File: config.mk
export PLATFORM = sky130hd
export DESIGN_NAME = fpmul_sched_flat
export DESIGN_NICKNAME = d
export VERILOG_FILES = /design/src/rtl/fpmul_sched_pkg.sv /design/src/rtl/fpmul_sched_if.sv /design/src/rtl/fpmul_sched_nhan.sv /design/src/rtl/fpmul_sched.sv /design/src/flat_wrapper.sv
export SDC_FILE = /design/constraint.sdc
export NUM_CORES = 2
export LEC_CHECK = 0
export BUFFER_PORTS_ARGS = -buffer_cell sky130_fd_sc_hd__buf_4
export CAP_MARGIN = 30
export CORE_MARGIN = 4
export CORE_UTILIZATION = 54
export DETAILED_ROUTE_END_ITERATION = 8
export PLACE_DENSITY_LB_ADDON = 0.25
export SETUP_SLACK_MARGIN = 0.2
export SYNTH_ARGS = -nofsm -noshare
export SYNTH_HDL_FRONTEND = slang
export SYNTH_SLANG_ARGS = --single-unit
File: constraint.sdc
create_clock -name clk -period 12.35 [get_ports clk]
set_input_delay 1.235 -clock clk [delete_from_list [all_inputs] [get_ports clk]]
set_output_delay 1.235 -clock clk [all_outputs]
set_load 0.02 [all_outputs]
File: src/rtl/fpmul_sched_pkg.sv
// Shared definitions for the two-requester FP multiplier scheduler:
// FSM encoding, IEEE754 single-precision field widths and common constants.
package fpmul_sched_pkg;

    // FSM encoding (2-bit)
    localparam logic [1:0] ST_IDLE    = 2'd0;
    localparam logic [1:0] ST_ISSUE   = 2'd1;
    localparam logic [1:0] ST_CAPTURE = 2'd2;
    localparam logic [1:0] ST_RESP    = 2'd3;

    typedef enum logic [1:0] {
        IDLE    = ST_IDLE,
        ISSUE   = ST_ISSUE,
        CAPTURE = ST_CAPTURE,
        RESP    = ST_RESP
    } state_t;

    // IEEE754 single-precision field widths
    localparam int FP_SIGN_W = 1;
    localparam int FP_EXP_W  = 8;
    localparam int FP_MAN_W  = 23;
    localparam int FP_W      = FP_SIGN_W + FP_EXP_W + FP_MAN_W;

    // Handy encodings
    localparam logic [FP_W-1:0] FP_ONE  = 32'h3F800000;
    localparam logic [FP_W-1:0] FP_QNAN = 32'h7FC00000;

endpackage

File: src/rtl/fpmul_sched_if.sv
// Requester/response bus of the FP multiplier scheduler.
//
// Handshake rule for every channel on this bus: a transfer happens on the
// rising clock edge where valid and ready are both high. The producer keeps
// valid and its payload stable until that edge; ready may depend
// combinationally on valid, but valid never depends on ready.
interface fpmul_sched_if;
    import fpmul_sched_pkg::*;

    // Requester 0
    logic            req0_valid;
    logic [FP_W-1:0] req0_a;
    logic [FP_W-1:0] req0_b;
    logic            req0_ready;

    // Requester 1
    logic            req1_valid;
    logic [FP_W-1:0] req1_a;
    logic [FP_W-1:0] req1_b;
    logic            req1_ready;

    // Response
    logic            rsp_valid;
    logic            rsp_id;
    logic [FP_W-1:0] rsp_result;
    logic            rsp_ready;

    // Status
    logic            busy;

    modport slave (
        input  req0_valid, req0_a, req0_b,
        output req0_ready,
        input  req1_valid, req1_a, req1_b,
        output req1_ready,
        output rsp_valid, rsp_id, rsp_result,
        input  rsp_ready,
        output busy
    );

    modport master (
        output req0_valid, req0_a, req0_b,
        input  req0_ready,
        output req1_valid, req1_a, req1_b,
        input  req1_ready,
        input  rsp_valid, rsp_id, rsp_result,
        output rsp_ready,
        input  busy
    );

endinterface

File: src/rtl/fpmul_sched_nhan.sv
// nhan: combinational IEEE754 single-precision multiplier.
// Subnormal inputs are flushed to zero, results that underflow become signed
// zero, rounding is round-to-nearest-even, invalid operations (NaN input or
// Inf x 0) return the canonical quiet NaN.
module nhan
    import fpmul_sched_pkg::*;
(
    input  logic [FP_W-1:0] a,
    input  logic [FP_W-1:0] b,
    output logic [FP_W-1:0] result
);

    logic                w_sign;
    logic [FP_EXP_W-1:0] w_ea, w_eb;
    logic [FP_MAN_W-1:0] w_ma, w_mb;
    logic                w_a_zero, w_b_zero, w_a_inf, w_b_inf, w_a_nan, w_b_nan;
    logic [47:0]         w_prod;
    logic                w_norm;
    logic [FP_MAN_W-1:0] w_man;
    logic                w_rnd, w_stk, w_rup;
    logic signed [9:0]   w_exp;
    logic [30:0]         w_mag;

    // Field decode, significand product, normalisation, rounding and special cases
    always_comb begin
        w_sign   = a[FP_W-1] ^ b[FP_W-1];
        w_ea     = a[FP_W-2 -: FP_EXP_W];
        w_eb     = b[FP_W-2 -: FP_EXP_W];
        w_ma     = a[FP_MAN_W-1:0];
        w_mb     = b[FP_MAN_W-1:0];
        w_a_zero = (w_ea == 8'h00);
        w_b_zero = (w_eb == 8'h00);
        w_a_inf  = (w_ea == 8'hFF) && (w_ma == '0);
        w_b_inf  = (w_eb == 8'hFF) && (w_mb == '0);
        w_a_nan  = (w_ea == 8'hFF) && (w_ma != '0);
        w_b_nan  = (w_eb == 8'hFF) && (w_mb != '0);

        w_prod = {24'b0, 1'b1, w_ma} * {24'b0, 1'b1, w_mb};
        w_norm = w_prod[47];
        if (w_norm) begin
            w_man = w_prod[46:24];
            w_rnd = w_prod[23];
            w_stk = |w_prod[22:0];
        end else begin
            w_man = w_prod[45:23];
            w_rnd = w_prod[22];
            w_stk = |w_prod[21:0];
        end
        w_exp = $signed({2'b00, w_ea}) + $signed({2'b00, w_eb}) - 10'sd127
              + $signed({9'b0, w_norm});
        w_rup = w_rnd & (w_stk | w_man[0]);
        // A mantissa carry out of rounding ripples into the exponent field.
        w_mag = {w_exp[7:0], w_man} + {30'b0, w_rup};

        if (w_a_nan || w_b_nan || (w_a_inf && w_b_zero) || (w_a_zero && w_b_inf))
            result = FP_QNAN;
        else if (w_a_inf || w_b_inf)
            result = {w_sign, 8'hFF, 23'h0};
        else if (w_a_zero || w_b_zero)
            result = {w_sign, 31'h0};
        else if (w_exp <= 10'sd0)
            result = {w_sign, 31'h0};
        else if (w_exp >= 10'sd255)
            result = {w_sign, 8'hFF, 23'h0};
        else
            result = {w_sign, w_mag};
    end

endmodule

File: src/rtl/fpmul_sched.sv
// fpmul_sched: shares one combinational FP multiplier between two requesters.
// One operation is in flight at a time: grant in IDLE, hold operands during
// ISSUE, register the product in CAPTURE, present it in RESP until accepted.
module fpmul_sched
    import fpmul_sched_pkg::*;
#(
    parameter int MUL_WAIT = 1  // 1..7
) (
    input  logic          clk,
    input  logic          rst_n,
    fpmul_sched_if.slave  bus,
    output state_t        o_dbg_state
);

    localparam logic [2:0] CNT_INIT = 3'(MUL_WAIT);

    state_t          r_state;
    logic [2:0]      r_cnt;
    logic            r_last;       // id granted most recently
    logic            r_id;         // id of the operation in flight
    logic [FP_W-1:0] r_a;
    logic [FP_W-1:0] r_b;
    logic            r_rsp_valid;
    logic            r_rsp_id;
    logic [FP_W-1:0] r_rsp_result;

    logic            w_any_valid;
    logic            w_grant_id;
    logic            w_accept;
    logic [FP_W-1:0] w_product;

    // Round-robin pick: on a tie the requester not granted last wins
    always_comb begin
        w_any_valid = bus.req0_valid | bus.req1_valid;
        w_grant_id  = 1'b0;
        if (bus.req0_valid && bus.req1_valid)
            w_grant_id = ~r_last;
        else if (bus.req1_valid)
            w_grant_id = 1'b1;
        // Gated by rst_n so ready stays low while reset is held.
        w_accept = rst_n && (r_state == IDLE) && w_any_valid;
    end

    assign bus.req0_ready = w_accept & ~w_grant_id;
    assign bus.req1_ready = w_accept &  w_grant_id;
    assign bus.rsp_valid  = r_rsp_valid;
    assign bus.rsp_id     = r_rsp_id;
    assign bus.rsp_result = r_rsp_result;
    assign bus.busy       = (r_state != IDLE);
    assign o_dbg_state    = r_state;

    // Shared multiplier, fed only from the operand registers
    nhan u_nhan (
        .a      (r_a),
        .b      (r_b),
        .result (w_product)
    );

    // Scheduler FSM with its operand and response registers
    always_ff @(posedge clk or negedge rst_n) begin
        if (!rst_n) begin
            r_state      <= IDLE;
            r_cnt        <= 3'd0;
            r_last       <= 1'b1;   // so requester 0 wins the first tie
            r_id         <= 1'b0;
            r_a          <= '0;
            r_b          <= '0;
            r_rsp_valid  <= 1'b0;
            r_rsp_id     <= 1'b0;
            r_rsp_result <= '0;
        end else begin
            case (r_state)
                IDLE: begin
                    if (w_accept) begin
                        r_a     <= w_grant_id ? bus.req1_a : bus.req0_a;
                        r_b     <= w_grant_id ? bus.req1_b : bus.req0_b;
                        r_id    <= w_grant_id;
                        r_last  <= w_grant_id;
                        r_cnt   <= CNT_INIT;
                        r_state <= ISSUE;
                    end
                end
                // First ISSUE cycle presents the operands, then MUL_WAIT
                // further cycles are counted down before sampling.
                ISSUE: begin
                    if (r_cnt == 3'd0)
                        r_state <= CAPTURE;
                    else
                        r_cnt <= r_cnt - 3'd1;
                end
                CAPTURE: begin
                    r_rsp_result <= w_product;
                    r_rsp_id     <= r_id;
                    r_rsp_valid  <= 1'b1;
                    r_state      <= RESP;
                end
                RESP: begin
                    if (bus.rsp_ready) begin
                        r_rsp_valid <= 1'b0;
                        r_state     <= IDLE;
                    end
                end
                default: r_state <= IDLE;
            endcase
        end
    end

endmodule

File: src/flat_wrapper.sv
// flat-port wrapper written by rule: the top's interface ports become plain ports
module fpmul_sched_flat import fpmul_sched_pkg::*;
#(
    parameter int MUL_WAIT = 1         
)
  (clk, rst_n, o_dbg_state, bus_req0_valid, bus_req0_a, bus_req0_b, bus_req0_ready, bus_req1_valid, bus_req1_a, bus_req1_b, bus_req1_ready, bus_rsp_valid, bus_rsp_id, bus_rsp_result, bus_rsp_ready, bus_busy);
  fpmul_sched_if bus_i ();
  input  logic clk;
  input  logic rst_n;
  output state_t o_dbg_state;
  input wire logic [$bits(bus_i.req0_valid)-1:0] bus_req0_valid;
  input wire logic [$bits(bus_i.req0_a)-1:0] bus_req0_a;
  input wire logic [$bits(bus_i.req0_b)-1:0] bus_req0_b;
  output wire logic [$bits(bus_i.req0_ready)-1:0] bus_req0_ready;
  input wire logic [$bits(bus_i.req1_valid)-1:0] bus_req1_valid;
  input wire logic [$bits(bus_i.req1_a)-1:0] bus_req1_a;
  input wire logic [$bits(bus_i.req1_b)-1:0] bus_req1_b;
  output wire logic [$bits(bus_i.req1_ready)-1:0] bus_req1_ready;
  output wire logic [$bits(bus_i.rsp_valid)-1:0] bus_rsp_valid;
  output wire logic [$bits(bus_i.rsp_id)-1:0] bus_rsp_id;
  output wire logic [$bits(bus_i.rsp_result)-1:0] bus_rsp_result;
  input wire logic [$bits(bus_i.rsp_ready)-1:0] bus_rsp_ready;
  output wire logic [$bits(bus_i.busy)-1:0] bus_busy;
  assign bus_i.req0_valid = bus_req0_valid;
  assign bus_i.req0_a = bus_req0_a;
  assign bus_i.req0_b = bus_req0_b;
  assign bus_req0_ready = bus_i.req0_ready;
  assign bus_i.req1_valid = bus_req1_valid;
  assign bus_i.req1_a = bus_req1_a;
  assign bus_i.req1_b = bus_req1_b;
  assign bus_req1_ready = bus_i.req1_ready;
  assign bus_rsp_valid = bus_i.rsp_valid;
  assign bus_rsp_id = bus_i.rsp_id;
  assign bus_rsp_result = bus_i.rsp_result;
  assign bus_i.rsp_ready = bus_rsp_ready;
  assign bus_busy = bus_i.busy;
  fpmul_sched #(.MUL_WAIT(MUL_WAIT)) u_core (.clk(clk), .rst_n(rst_n), .bus(bus_i), .o_dbg_state(o_dbg_state));
endmodule
==> out/metrics.cfg <==
[global_routing]
grt_use_met3_pct = 5.71
grt_max_degree = 73
grt_pass1_vias = 22600
use_met2_pct = 50.9
antenna_found_initial = 3
gr-max-usage-layer = met2
grtUsageMet1_pct = 42.0
track_usage_pct = 31.4
grt_overflow_total = 0
grt_pass1_wl_mm = 126

[critical_path]
cp-end-kind = flop
critPathSlowestCell = dfrtp_1
startpoint_type = flop
r2r-end = u_core.bus.rsp_result[26]
reg2reg_depth = 35
required_ns = 12.63
r2r_start = u_core.r_b[0]
crit_fanout = 18
rrSetupSlack_ns = 0.88
crit_type = flop to flop
cp.arrival_ns = 11.75
critPathMaxStageDelay_ns = 0.91
path_common_cell = fa_1

[placement]
hpwlAfterDp_mm = 65.5
io_buffers = 171
place_congestion = 0.981

[timing]
finalSetupViolCount = 0
post-route-period-util_pct = 92.9
tightest_slew_ns = 1.13
max_slew_margin_pct = 24.7
finalMaxSlewViolations = 0
tns_ns = 0
max_freq_mhz = 87.2
rsz0062_at_grt = no
min_period_ns = 11.47
hold_violations = 0
skew_ns = 0.0174

[logic_synthesis]
yosys_warnings = 0
synthMuxAreaShare_pct = 0.391
yosys.area_share.simple_pct = 16.9
synth.most_common_cell = inv_1
synth_fa_ha_area_share_pct = 46.7
synth_xor_area_share_pct = 1.88
synth_ff_type = dfrtp_1
ys_types = 97
synth.top_cell.area_share_pct = 37.3
synth-compound-area-share_pct = 12.1
postSynth.asyncResetShare_pct = 100
synth_top_family_by_area = adder cells
yosysSeqAreaShare_pct = 10.1
synth_top_cell_by_area = fa_1
synth-edff-count = 0
synthCells = 2938
synth_common_cells = 652 x inv_1, 483 x fa_1, 368 x nand2_1
synthTopCellsByArea = fa_1 37%, dfrtp_1 10%, inv_1 9.4%
synthesis.area_sq_mm = 0.0259
syn_nets = 3749
syn_area_per_cell_sq_um = 8.82
synth_seq_cells = 105

[drt]
routed_via_density = 5.95
routedWlPerCell_microns = 22.1
route.detailed.drc = 5
drt_iter0_drc = 1907
ant_nets = 0
routed_wl_mm = 80.2
firstDrtPassIters = 9
via_count = 21600

[clocking]
clockBufferDepth = 2
cts.htree.levels = 3
clkTransAtPathRegs_ns = 0.08
clkLatencyLatePin_ns = 0.39
cts_tree = built
cts_setup_buffers = 0
hold_buffers = 0
cts_made_buffers = 9
cts_root_buffer = clkbuf_16
cts_resized = 0
cts.sinks = 105

[floorplan]
coreArea_sq_mm = 0.0476
dieArea_sq_mm = 0.0516
die_h_microns = 227
num_rows = 80
initial_core_util_pct = 54.4
die_width_microns = 227
pin_count = 172

[layout]
synthToLayoutAreaGrowth_pct = 8.43
antennaDiodeCount = 0
nets = 3821
final_layout_size_suffix_gt1_share_pct = 9.09

[min_path]
hp-class = flop to flop
min-delay-start = u_core.bus.rsp_result[31]
hold_end = u_core.bus.rsp_result[31]
whs_path_depth = 1

[job]
maxCapViolations = 0

[status]
run_status = complete, but fails checks
violations = design-rule violations

==> cells in the final DEF (no fill, tap or decap), drive strengths merged, types with 5 or more instances in the layout <==
cell type / count
nor3: 23
clkinv: 7
a221oi: 5
o21ai: 68
a21oi: 88
a31oi: 12
nand3: 30
xnor2: 34
o31ai: 10
nand2: 370
xor2: 20
nor4: 23
a222oi: 64
clkbuf: 9
a2111oi: 7
a22o: 13
nand2b: 7
nand4: 27
or4: 8
a21boi: 5
a211oi: 16
and2: 231
and4: 10
o21bai: 9
inv: 655
and3: 13
dfrtp: 104
o21a: 14
fa: 483
o211ai: 16
nor2: 93
a21o: 26
ha: 195
nor2b: 7
mux2i: 9
o211a: 5
o2bb2ai: 11
nand3b: 5
buf: 215
or3: 9
==> through the flow <==
step,cells,utilization (%),hold WS (ns),worst slack (ns),cell area [sq um]
2_1_floorplan,2938,-,0.444,2.47,25900
3_5_place_dp,3611,58.2,0.477,1.04,27700
6_report,3630,59.0,0.497,0.880,28100
4_1_cts,3627,58.8,0.501,1.04,28000
3_3_place_gp,3608,58.0,0.463,1.26,27600
5_1_grt,3630,59.0,0.517,0.312,28100
==> kinds of logic after synthesis <==
group,after synthesis
buf+inv,809
simple gates,871
xor+xnor,54
mux,10
flops,105
fa+ha+maj,678
compound gates,411
==> area by class of cell <==
| cell class | instances | area, sq um |
|---|---|---|
| Fill cell | 4235 | 19500 |
| Clock buffer | 9 | 225 |
| Sequential cell | 105 | 2630 |
| Multi-Input combinational cell | 2024 | 20200 |
| Inverter | 655 | 2460 |
| Timing Repair Buffer | 215 | 1720 |
| Tap cell | 615 | 769 |
| Clock inverter | 7 | 91.3 |
==> flip-flops by register name, indices dropped and copies added, names as in the netlist <==
| name | cells |
|---|---|
| u_core.r_last | 1 |
| u_core.r_cnt | 3 |
| u_core.o_dbg_state | 2 |
| u_core.r_id | 1 |
| u_core.bus.rsp_result | 32 |
| u_core.bus.rsp_id | 1 |
| u_core.bus.rsp_valid | 1 |
| u_core.r_a | 32 |
| u_core.r_b | 32 |
==> worst max-delay path, delay by kind of cell (launching register included) <==
kind / cells / cell delay, ns
and+or+nand+nor: 5 / 0.94
AOI/OAI and AO/OA: 13 / 3.60
xor gates and xnor gates: 1 / 0.13
adders and majority gates: 10 / 4.88
DFF: 1 / 0.91
buffers and inverters: 6 / 0.86
==> how the worst max path moves through the flow <==
stage	startpoint	to	cells past startpoint
finish	u_core.r_b[0]	u_core.bus.rsp_result[26]	35
CTS	u_core.r_b[0]	u_core.bus.rsp_result[26]	35
global route	u_core.r_b[0]	u_core.bus.rsp_result[26]	35
detailed placement	u_core.r_b[0]	u_core.bus.rsp_result[24]	35
global placement	u_core.r_b[0]	u_core.bus.rsp_result[24]	35
floorplan	u_core.r_b[3]	u_core.bus.rsp_result[24]	40
==> layer usage <==
metal  routed length [microns]  up-vias
met3                      6170      214
met4                      4070        4
met5                        21        -
met1                     31700    10900
met2                     38200     1006
li1                          -     9421
Power is not shown: default switching activity piles up to over one toggle a cycle in this logic, so the estimate is an artifact.
